**config.mk**
```make
export PLATFORM = sky130hd
export DESIGN_NAME = ifetch_unit
export DESIGN_NICKNAME = d
export VERILOG_FILES = /design/src/rtl/ifetch_unit.sv
export SDC_FILE = /design/constraint.sdc
export NUM_CORES = 1
export LEC_CHECK = 0
export CAP_MARGIN = 20
export CORE_ASPECT_RATIO = 1.1
export CORE_MARGIN = 3
export CORE_UTILIZATION = 35
export CTS_BUF_LIST = sky130_fd_sc_hd__clkbuf_8
export DETAILED_ROUTE_END_ITERATION = 12
export PLACE_DENSITY = 0.58
export SLEW_MARGIN = 20
export SYNTH_ARGS = -nofsm -noshare
export SYNTH_HDL_FRONTEND = slang
export SYNTH_SLANG_ARGS = --single-unit
export TNS_END_PERCENT = 50
```
**constraint.sdc**
```tcl
create_clock -name clk -period 12.05 [get_ports clk]
set_input_delay 2.41 -clock clk [delete_from_list [all_inputs] [get_ports clk]]
set_output_delay 2.41 -clock clk [all_outputs]
set_load 0.03 [all_outputs]
```
**src/rtl/ifetch_unit.sv**
```systemverilog
// ifetch_unit: sequential instruction fetch with one outstanding imem request and a prefetch FIFO.
// Optional misaligned-redirect trap entry enabled by IFETCH_MISALIGN_TRAP_EN.
module ifetch_unit #(
  parameter int unsigned DEPTH    = 2,
  parameter logic [31:0] RESET_PC = 32'h0000_0000
) (
  input  logic        clk,
  input  logic        reset,
  input  logic        redirect_valid,
  input  logic [31:0] redirect_pc,
  output logic        imem_req_valid,
  output logic [31:0] imem_req_addr,
  input  logic        imem_req_ready,
  input  logic        imem_resp_valid,
  input  logic [31:0] imem_resp_data,
  output logic        inst_valid,
  output logic [31:0] inst_pc,
  output logic [31:0] inst_data,
`ifdef IFETCH_MISALIGN_TRAP_EN
  output logic        inst_misaligned,
`endif
  input  logic        inst_ready
);
  localparam int AW = $clog2(DEPTH);
  localparam int CW = AW + 1;
  typedef enum logic [1:0] {RUN, WAIT, DISCARD} state_t;
  state_t state_q, state_d;
  logic [31:0] fetch_pc_q, fetch_pc_d, req_pc_q, req_pc_d;
  logic [AW-1:0] wr_ptr_q, wr_ptr_d, rd_ptr_q, rd_ptr_d;
  logic [CW-1:0] count_q, count_d;
  logic [31:0] mem_pc_q [DEPTH];
  logic [31:0] mem_pc_d [DEPTH];
  logic [31:0] mem_data_q [DEPTH];
  logic [31:0] mem_data_d [DEPTH];
  logic [31:0] last_pc_q, last_pc_d, last_data_q, last_data_d;
  logic trap_q, trap_d, trap_pend_q, trap_pend_d;
  logic accept, pop, push, trap_push, wr_en, misaligned;
  logic [31:0] push_pc, push_data, load_pc;

`ifdef IFETCH_MISALIGN_TRAP_EN
  assign misaligned = redirect_pc[1:0] != 2'b00;
  assign load_pc    = redirect_pc;
`else
  assign misaligned = 1'b0;
  assign load_pc    = redirect_pc & 32'hFFFF_FFFC;
`endif

  assign imem_req_addr  = fetch_pc_q;
  assign imem_req_valid = !reset && !trap_q && state_q == RUN && count_q < CW'(DEPTH);
  assign inst_valid     = count_q != '0;
  assign inst_pc        = inst_valid ? mem_pc_q[rd_ptr_q] : last_pc_q;
  assign inst_data      = inst_valid ? mem_data_q[rd_ptr_q] : last_data_q;

  always_comb begin
    accept      = imem_req_valid && imem_req_ready;
    pop         = inst_valid && inst_ready;
    trap_push   = trap_pend_q && state_q == RUN && count_q == '0;
    push        = (state_q == WAIT && imem_resp_valid) || trap_push;
    wr_en       = !redirect_valid && push && (count_q < CW'(DEPTH) || pop);
    push_pc     = trap_push ? fetch_pc_q : req_pc_q;
    push_data   = trap_push ? 32'h0000_0013 : imem_resp_data;
    state_d     = state_q;
    fetch_pc_d  = fetch_pc_q;
    req_pc_d    = req_pc_q;
    wr_ptr_d    = wr_ptr_q;
    rd_ptr_d    = rd_ptr_q;
    mem_pc_d    = mem_pc_q;
    mem_data_d  = mem_data_q;
    trap_d      = trap_q;
    trap_pend_d = trap_pend_q && !trap_push;
    last_pc_d   = inst_pc;
    last_data_d = inst_data;
    if (accept) begin
      state_d    = WAIT;
      req_pc_d   = fetch_pc_q;
      fetch_pc_d = fetch_pc_q + 32'd4;
    end
    if (state_q != RUN && imem_resp_valid) state_d = RUN;
    if (wr_en) begin
      mem_pc_d[wr_ptr_q]   = push_pc;
      mem_data_d[wr_ptr_q] = push_data;
      wr_ptr_d             = wr_ptr_q + AW'(1);
    end
    if (pop) rd_ptr_d = rd_ptr_q + AW'(1);
    count_d = count_q + CW'(wr_en) - CW'(pop);
    // Redirect wins: flush, reload, and remember whether a response is still owed.
    if (redirect_valid) begin
      state_d     = ((state_q != RUN && !imem_resp_valid) || accept) ? DISCARD : RUN;
      fetch_pc_d  = load_pc;
      wr_ptr_d    = '0;
      rd_ptr_d    = '0;
      count_d     = '0;
      trap_d      = misaligned;
      trap_pend_d = misaligned;
    end
  end

  always_ff @(posedge clk or posedge reset) begin
    if (reset) begin
      state_q     <= RUN;
      fetch_pc_q  <= RESET_PC;
      req_pc_q    <= '0;
      wr_ptr_q    <= '0;
      rd_ptr_q    <= '0;
      count_q     <= '0;
      mem_pc_q    <= '{default: '0};
      mem_data_q  <= '{default: '0};
      last_pc_q   <= '0;
      last_data_q <= '0;
      trap_q      <= 1'b0;
      trap_pend_q <= 1'b0;
    end else begin
      state_q     <= state_d;
      fetch_pc_q  <= fetch_pc_d;
      req_pc_q    <= req_pc_d;
      wr_ptr_q    <= wr_ptr_d;
      rd_ptr_q    <= rd_ptr_d;
      count_q     <= count_d;
      mem_pc_q    <= mem_pc_d;
      mem_data_q  <= mem_data_d;
      last_pc_q   <= last_pc_d;
      last_data_q <= last_data_d;
      trap_q      <= trap_d;
      trap_pend_q <= trap_pend_d;
    end
  end

`ifdef IFETCH_MISALIGN_TRAP_EN
  logic mem_mis_q [DEPTH];
  logic mem_mis_d [DEPTH];
  logic last_mis_q, last_mis_d;
  assign inst_misaligned = inst_valid ? mem_mis_q[rd_ptr_q] : last_mis_q;

  always_comb begin
    mem_mis_d  = mem_mis_q;
    last_mis_d = inst_misaligned;
    if (wr_en) mem_mis_d[wr_ptr_q] = trap_push;
  end

  always_ff @(posedge clk or posedge reset) begin
    if (reset) begin
      mem_mis_q  <= '{default: 1'b0};
      last_mis_q <= 1'b0;
    end else begin
      mem_mis_q  <= mem_mis_d;
      last_mis_q <= last_mis_d;
    end
  end
`endif
endmodule
```
==> results.cfg, run 1 <==
[cts]
ctsHoldBuffers = 0
clockBufferDepth = 3
cts_buffers = 46
clock-sinks = 255
htreeDepth = 2
clock_latency_ns = 0.55
cts-resized-gates = 0
postCtsSetupBuffers = 0
path_clk_slew_ns = 0.05
root_buffer = clkbuf_8
cts_tree = built

[layout]
drive_above_1_share_pct = 22.5
final_util_pct = 44.9
syn_to_final_growth_pct = 25.1
diodes = 0
final_cell_mix = dfrtp_1, clkdlybuf4s50_1, mux2_2
final_common_cell = dfrtp_1
design_area_um2 = 14300
nets = 1161
fill_cells = 2965

[setup_path]
r2r_start = count_q[1]$_DFF_PP0_
crit_path_max_fanout = 12
crit_top_cell = clkdlybuf4s50_1
cp-start-kind = input pin
critPathKind = input pin to output port
startpoint = reset
path_cells = clkdlybuf4s50_1 > nor4_2 > buf_4 > clkdlybuf4s50_1
required_ns = 9.64
critPathSlowestCell = clkdlybuf4s50_1
max_stage_delay_ns = 0.70
cp.arrival_ns = 4.04
end_kind = output port
rrSetupSlack_ns = 9.04
worst-r2r-cell-count = 5

[place]
portBuffers = 163
dpl_cell_area_um2 = 13400
hpwl_um = 16100
gp_congestion = 0.744

[routing]
avgRoutedWirePerCell_um = 16.8
wl_um = 25800
ant_nets = 0
drt_iter0_drc = 268
drt_pass1_iterations = 4
vias = 7462
drc = 0
avgViaCountPerCell = 4.86

[global_routing]
grt_pass1_vias = 7688
grt_max_degree = 124
grt-ovfl-total = 0
grt_pass1_wl_um = 41800
grt_antenna_before_repair = 0
grt_usage_pct = 14.9

[floorplanning]
die_y_um = 195
initial_core_util_pct = 35.9
die_area_um2 = 34800
core_region_area_um2 = 31700
std_cell_rows = 68
die_w_um = 178
ios = 168

[synthesis]
synth_cells = 928
synth_area_um2 = 11400
ys_warn_count = 0
ys.flop_type = dfrtp_1
ys_seq_area_share_pct = 55.9
yosys.cell_types.count = 45
synth_top_cell_by_area = dfrtp_1
synthTopCellsByArea = dfrtp_1, mux2_2, mux2i_1
ys_ff_latch = 255
async_flop_share_pct = 100
avgSynthCellArea_um2 = 12.3
synth_edf_count = 0
synth_top_area_share_pct = 55.9

[timing]
final.setup_skew_ns = 0.0276
fmax_mhz = 155
tns_ns = 0
period_share_pct = 53.5
rsz0062_at_grt = false
setup_viol = 0
worst_slew_pin_slew_ns = 1.04
period_needed_ns = 6.45
relSlewSlack_pct = 30.3
hold_violations = 0
holdWs_ns = 0.475
slew_viol_final = 0

[pwr]
netSwitchingFraction_pct = 34.1
max-vdd-ir-drop_mv = 0.0810
intPower_mw = 2.05
seq_power_share_pct = 39.9
power.density_nw_per_um2 = 219
power_frac_comb_pct = 35.4
power.leakage_nw = 6.30
p_clk_share_pct = 24.7
p_total_mw = 3.12
power.switching_mw = 1.06

[worst_hold_path]
worstHoldStart = req_pc_q[21]$_DFFE_PP0P_
hold_depth = 2
hp-class = flip-flop to flip-flop

[run]
maxCapViolations = 0

[run_status]
outcome = complete, no violations
layout make-up:
| class | instances | area, um^2 | share of cell area, % |
|---|---|---|---|
| Clock buffer | 58 | 798 | 5.60 |
| Clock inverter | 16 | 65.1 | 0.456 |
| Inverter | 14 | 60.1 | 0.421 |
| Multi-Input combinational cell | 599 | 4730 | 33.1 |
| Sequential cell | 255 | 6380 | 44.8 |
| Tap cell | 420 | 526 | 3.68 |
| Timing Repair Buffer | 172 | 1700 | 11.9 |
critical path, delay by kind of cell:
kind / cells / cell delay (ns)
and+or+nand+nor: 1 / 0.18
buffers and inverters: 3 / 1.45
synth_stat cells, types with 4 or more instances:
cell type and n:
mux2_1 5, and4_1 7, and2_1 38, nor2_1 22
nand2_1 95, nand4_1 15, nand2b_1 4, or4_1 16
xor2_1 6, o21ai_0 79, a31oi_1 14, xnor2_1 4
mux2_4 28, buf_6 4, nand3_1 12, dfrtp_1 255
o31ai_1 13, mux2_2 144, clkbuf_1 39, inv_1 13
buf_1 5, buf_2 11, mux2i_1 63
state kept, by name (all words and copies together) (netlist names):
register,cells
mem_data_q,64
last_pc_q,32
rd_ptr_q,1
count_q,2
imem_req_addr,30
wr_ptr_q,1
mem_pc_q,60
state_q,2
last_data_q,32
trap_pend_q,1
req_pc_q,30
worst paths after layout:
check	end
worst max-delay path	imem_req_valid
worst min-delay path	req_pc_q[21]$_DFFE_PP0P_
worst max register to register	mem_pc_q[59]$_DFFE_PP0P_
worst min register to register	req_pc_q[21]$_DFFE_PP0P_
max in group asynchronous	mem_data_q[50]$_DFFE_PP0P_
min in group asynchronous	imem_req_addr[14]$_DFFE_PP0P_
per-layer routing:
metal | routed length (um) | up-vias | global-route usage [%]
met5 | 0 | - | 0
met4 | 434 | 0 | 4.45
met3 | 1320 | 31 | 3.36
met2 | 11600 | 167 | 22.8
met1 | 12500 | 3662 | 21.0
li1 | - | 3602 | -
power by group through the flow:
stage	combinational, mW	sequential, mW	clock [mW]
after global routing	1.20	1.28	0.847
after detailed placement	1.12	1.26	0
after global placement	1.11	1.25	0
after floorplan	0.724	1.24	0
final	1.10	1.25	0.770
after CTS	1.12	1.25	0.808
per-stage QoR:
| step | setup slack, ns | instances |
|---|---|---|
| floorplan | 2.63 | 929 |
| global placement | 5.58 | 1460 |
| detailed placement | 5.60 | 1460 |
| CTS | 5.59 | 1534 |
| global route | 5.51 | 1534 |
| finish | 5.60 | 1534 |
cell families after synthesis:
logic type	synth area share, %
compound gates	6.13
xor+xnor	0.768
fa+ha+maj	0.329
buf+inv	2.92
flops	55.9
mux	23.9
other cells	0.0329
simple gates	9.95
(Power assumes the default switching activity.)
==> inputs of run 2 (changes only) <==
- clock period: 12.05 -> 6.58 ns (I/O delays scaled with it)
==> run 2 against run 1 <==
Against the previous run: clock skew rose by 0.0019 ns; combinational power grew 83%; worst hold slack improved by 0.0046 ns; register-to-register slack got worse by 5.6 ns; setup slack got worse by 3.6 ns; non-clock buffer count rose by 1; sequential share of layout area is essentially flat; critical endpoint is now inst_data[6].
==> results.cfg, run 2 (synthesis results as in run 1) <==
[worst_hold_path]
hp-class = flip-flop to flip-flop
worstHoldStart = req_pc_q[21]$_DFFE_PP0P_
hold_depth = 2

[pwr]
power.leakage_nw = 6.29
max-vdd-ir-drop_mv = 0.133
power.density_nw_per_um2 = 397

[global_routing]
grt-ovfl-total = 0
grt_pass1_vias = 7845
grt_antenna_before_repair = 0
grt_max_degree = 157
grt_pass1_wl_um = 42100
grt_usage_pct = 15.0

[layout]
syn_to_final_growth_pct = 25.0
reg.largest.list = mem_data_q x64, mem_pc_q x60
regMostFlops = mem_data_q
nets = 1160
final-instance-count-excl-fill = 1534
largest_register_ff_count = 64
final_cell_mix = dfrtp_1, clkdlybuf4s50_1, mux2_2
drive_above_1_share_pct = 22.4
design_area_um2 = 14300
final_common_cell = dfrtp_1

[setup_path]
max_stage_delay_ns = 0.76
startpoint = count_q[1]$_DFF_PP0_
worstSetupPathDepth = 5
cp.arrival_ns = 3.27
cp.buffers_inverters = 2
path_cells = nor2_4 > buf_4 > nand2_1 > o21ai_0 > clkdlybuf4s50_1
critPathKind = flip-flop to output port
end_kind = output port
crit_family = buffers and inverters
crit_path_max_fanout = 54
cp-start-kind = flip-flop
worst-r2r-cell-count = 5
critPathSlowestCell = clkdlybuf4s50_1
r2r_start = count_q[1]$_DFF_PP0_
required_ns = 5.26

[timing]
final.setup_skew_ns = 0.0296
relSlewSlack_pct = 31.7
fmax_mhz = 218
worst_slew_pin_slew_ns = 1.02
period_needed_ns = 4.58
period_share_pct = 69.7
setup_viol = 0
hold_violations = 0
rsz0062_at_grt = false
tns_ns = 0
slew_viol_final = 0

[cts]
clock_latency_ns = 0.55
clockBufferDepth = 3
htreeDepth = 2
clock-sinks = 255
ctsHoldBuffers = 0
path_clk_slew_ns = 0.05
root_buffer = clkbuf_8
cts-resized-gates = 0
cts_tree = built
cts_buffers = 44
postCtsSetupBuffers = 0

[floorplanning]
std_cell_rows = 68
initial_core_util_pct = 35.9
core_region_area_um2 = 31700
die_area_um2 = 34800
die_w_um = 178
ios = 168
die_y_um = 195

[routing]
avgViaCountPerCell = 4.95
vias = 7592
drt_iter0_drc = 281
ant_nets = 0
wl_um = 25900
avgRoutedWirePerCell_um = 16.9
drc = 0
drt_pass1_iterations = 4

[place]
portBuffers = 163
dpl.cell_count = 1460
hpwl_um = 16100
dpl_cell_area_um2 = 13400
gp_congestion = 0.755

[run_status]
outcome = complete, no violations

[run]
maxCapViolations = 0
==> run 2: cell types whose count changed in the layout (fill, tap and decap cells not counted), sizes merged <==
cell      previous run  this run
buf                  9        10
clkbuf              58        53
clkinv               5         4
clkinvlp             0         3
diode                0         1
inv                 25        26
==> run 2: worst paths after layout <==
check                                           endpoint  slack (ns)
max                                         inst_data[6]        2.00
min                             req_pc_q[21]$_DFFE_PP0P_        0.48
max reg2reg                   mem_data_q[43]$_DFFE_PP0P_        3.46
min reg2reg                     req_pc_q[21]$_DFFE_PP0P_        0.48
max in group asynchronous      last_data_q[19]$_DFF_PP0_        3.88
min in group asynchronous  imem_req_addr[13]$_DFFE_PP0P_        1.39
==> run 2: cell type report <==
cell class	count	area (um^2)
well taps	420	526
clock buffers	53	729
inverters	14	56.3
flip-flops and latches	255	6380
multi-input cells	599	4730
diodes	1	2.50
clock inverters	19	93.8
repair buffers	173	1740
fillers	2958	17500
==> run 2: through the flow <==
| step | hold WS, ns | power, mW | util [%] | setup WS, ns |
|---|---|---|---|---|
| floorplan | 0.450 | 3.60 | - | 1.91 |
| global placement | 0.462 | 4.33 | 42.2 | 2.39 |
| detailed placement | 0.471 | 4.38 | 42.2 | 2.34 |
| CTS | 0.485 | 5.77 | 44.8 | 1.89 |
| global route | 0.513 | 6.04 | 44.9 | 1.68 |
| finish | 0.480 | 5.67 | 44.9 | 2.00 |
==> run 2: power by group <==
group | switching (mW) | internal [mW] | leakage, nW
sequential | 0.254 | 2.05 | 3.28
combinational | 1.08 | 0.935 | 2.54
clock | 0.627 | 0.724 | 0.471
==> run 2: metal layers <==
metal,track usage [%],part of all wire (%),up-vias
met3,3.03,4.6,44
met5,0,0,-
met4,4.16,2.3,0
met2,23.6,45,159
li1,-,-,3625
met1,21.0,48,3764
==> run 2: tightest hold or removal path, stage by stage, from the launching register on <==
cell     delay (ns)
dfrtp_1        0.34
nand2_1        0.05
o21ai_0        0.06
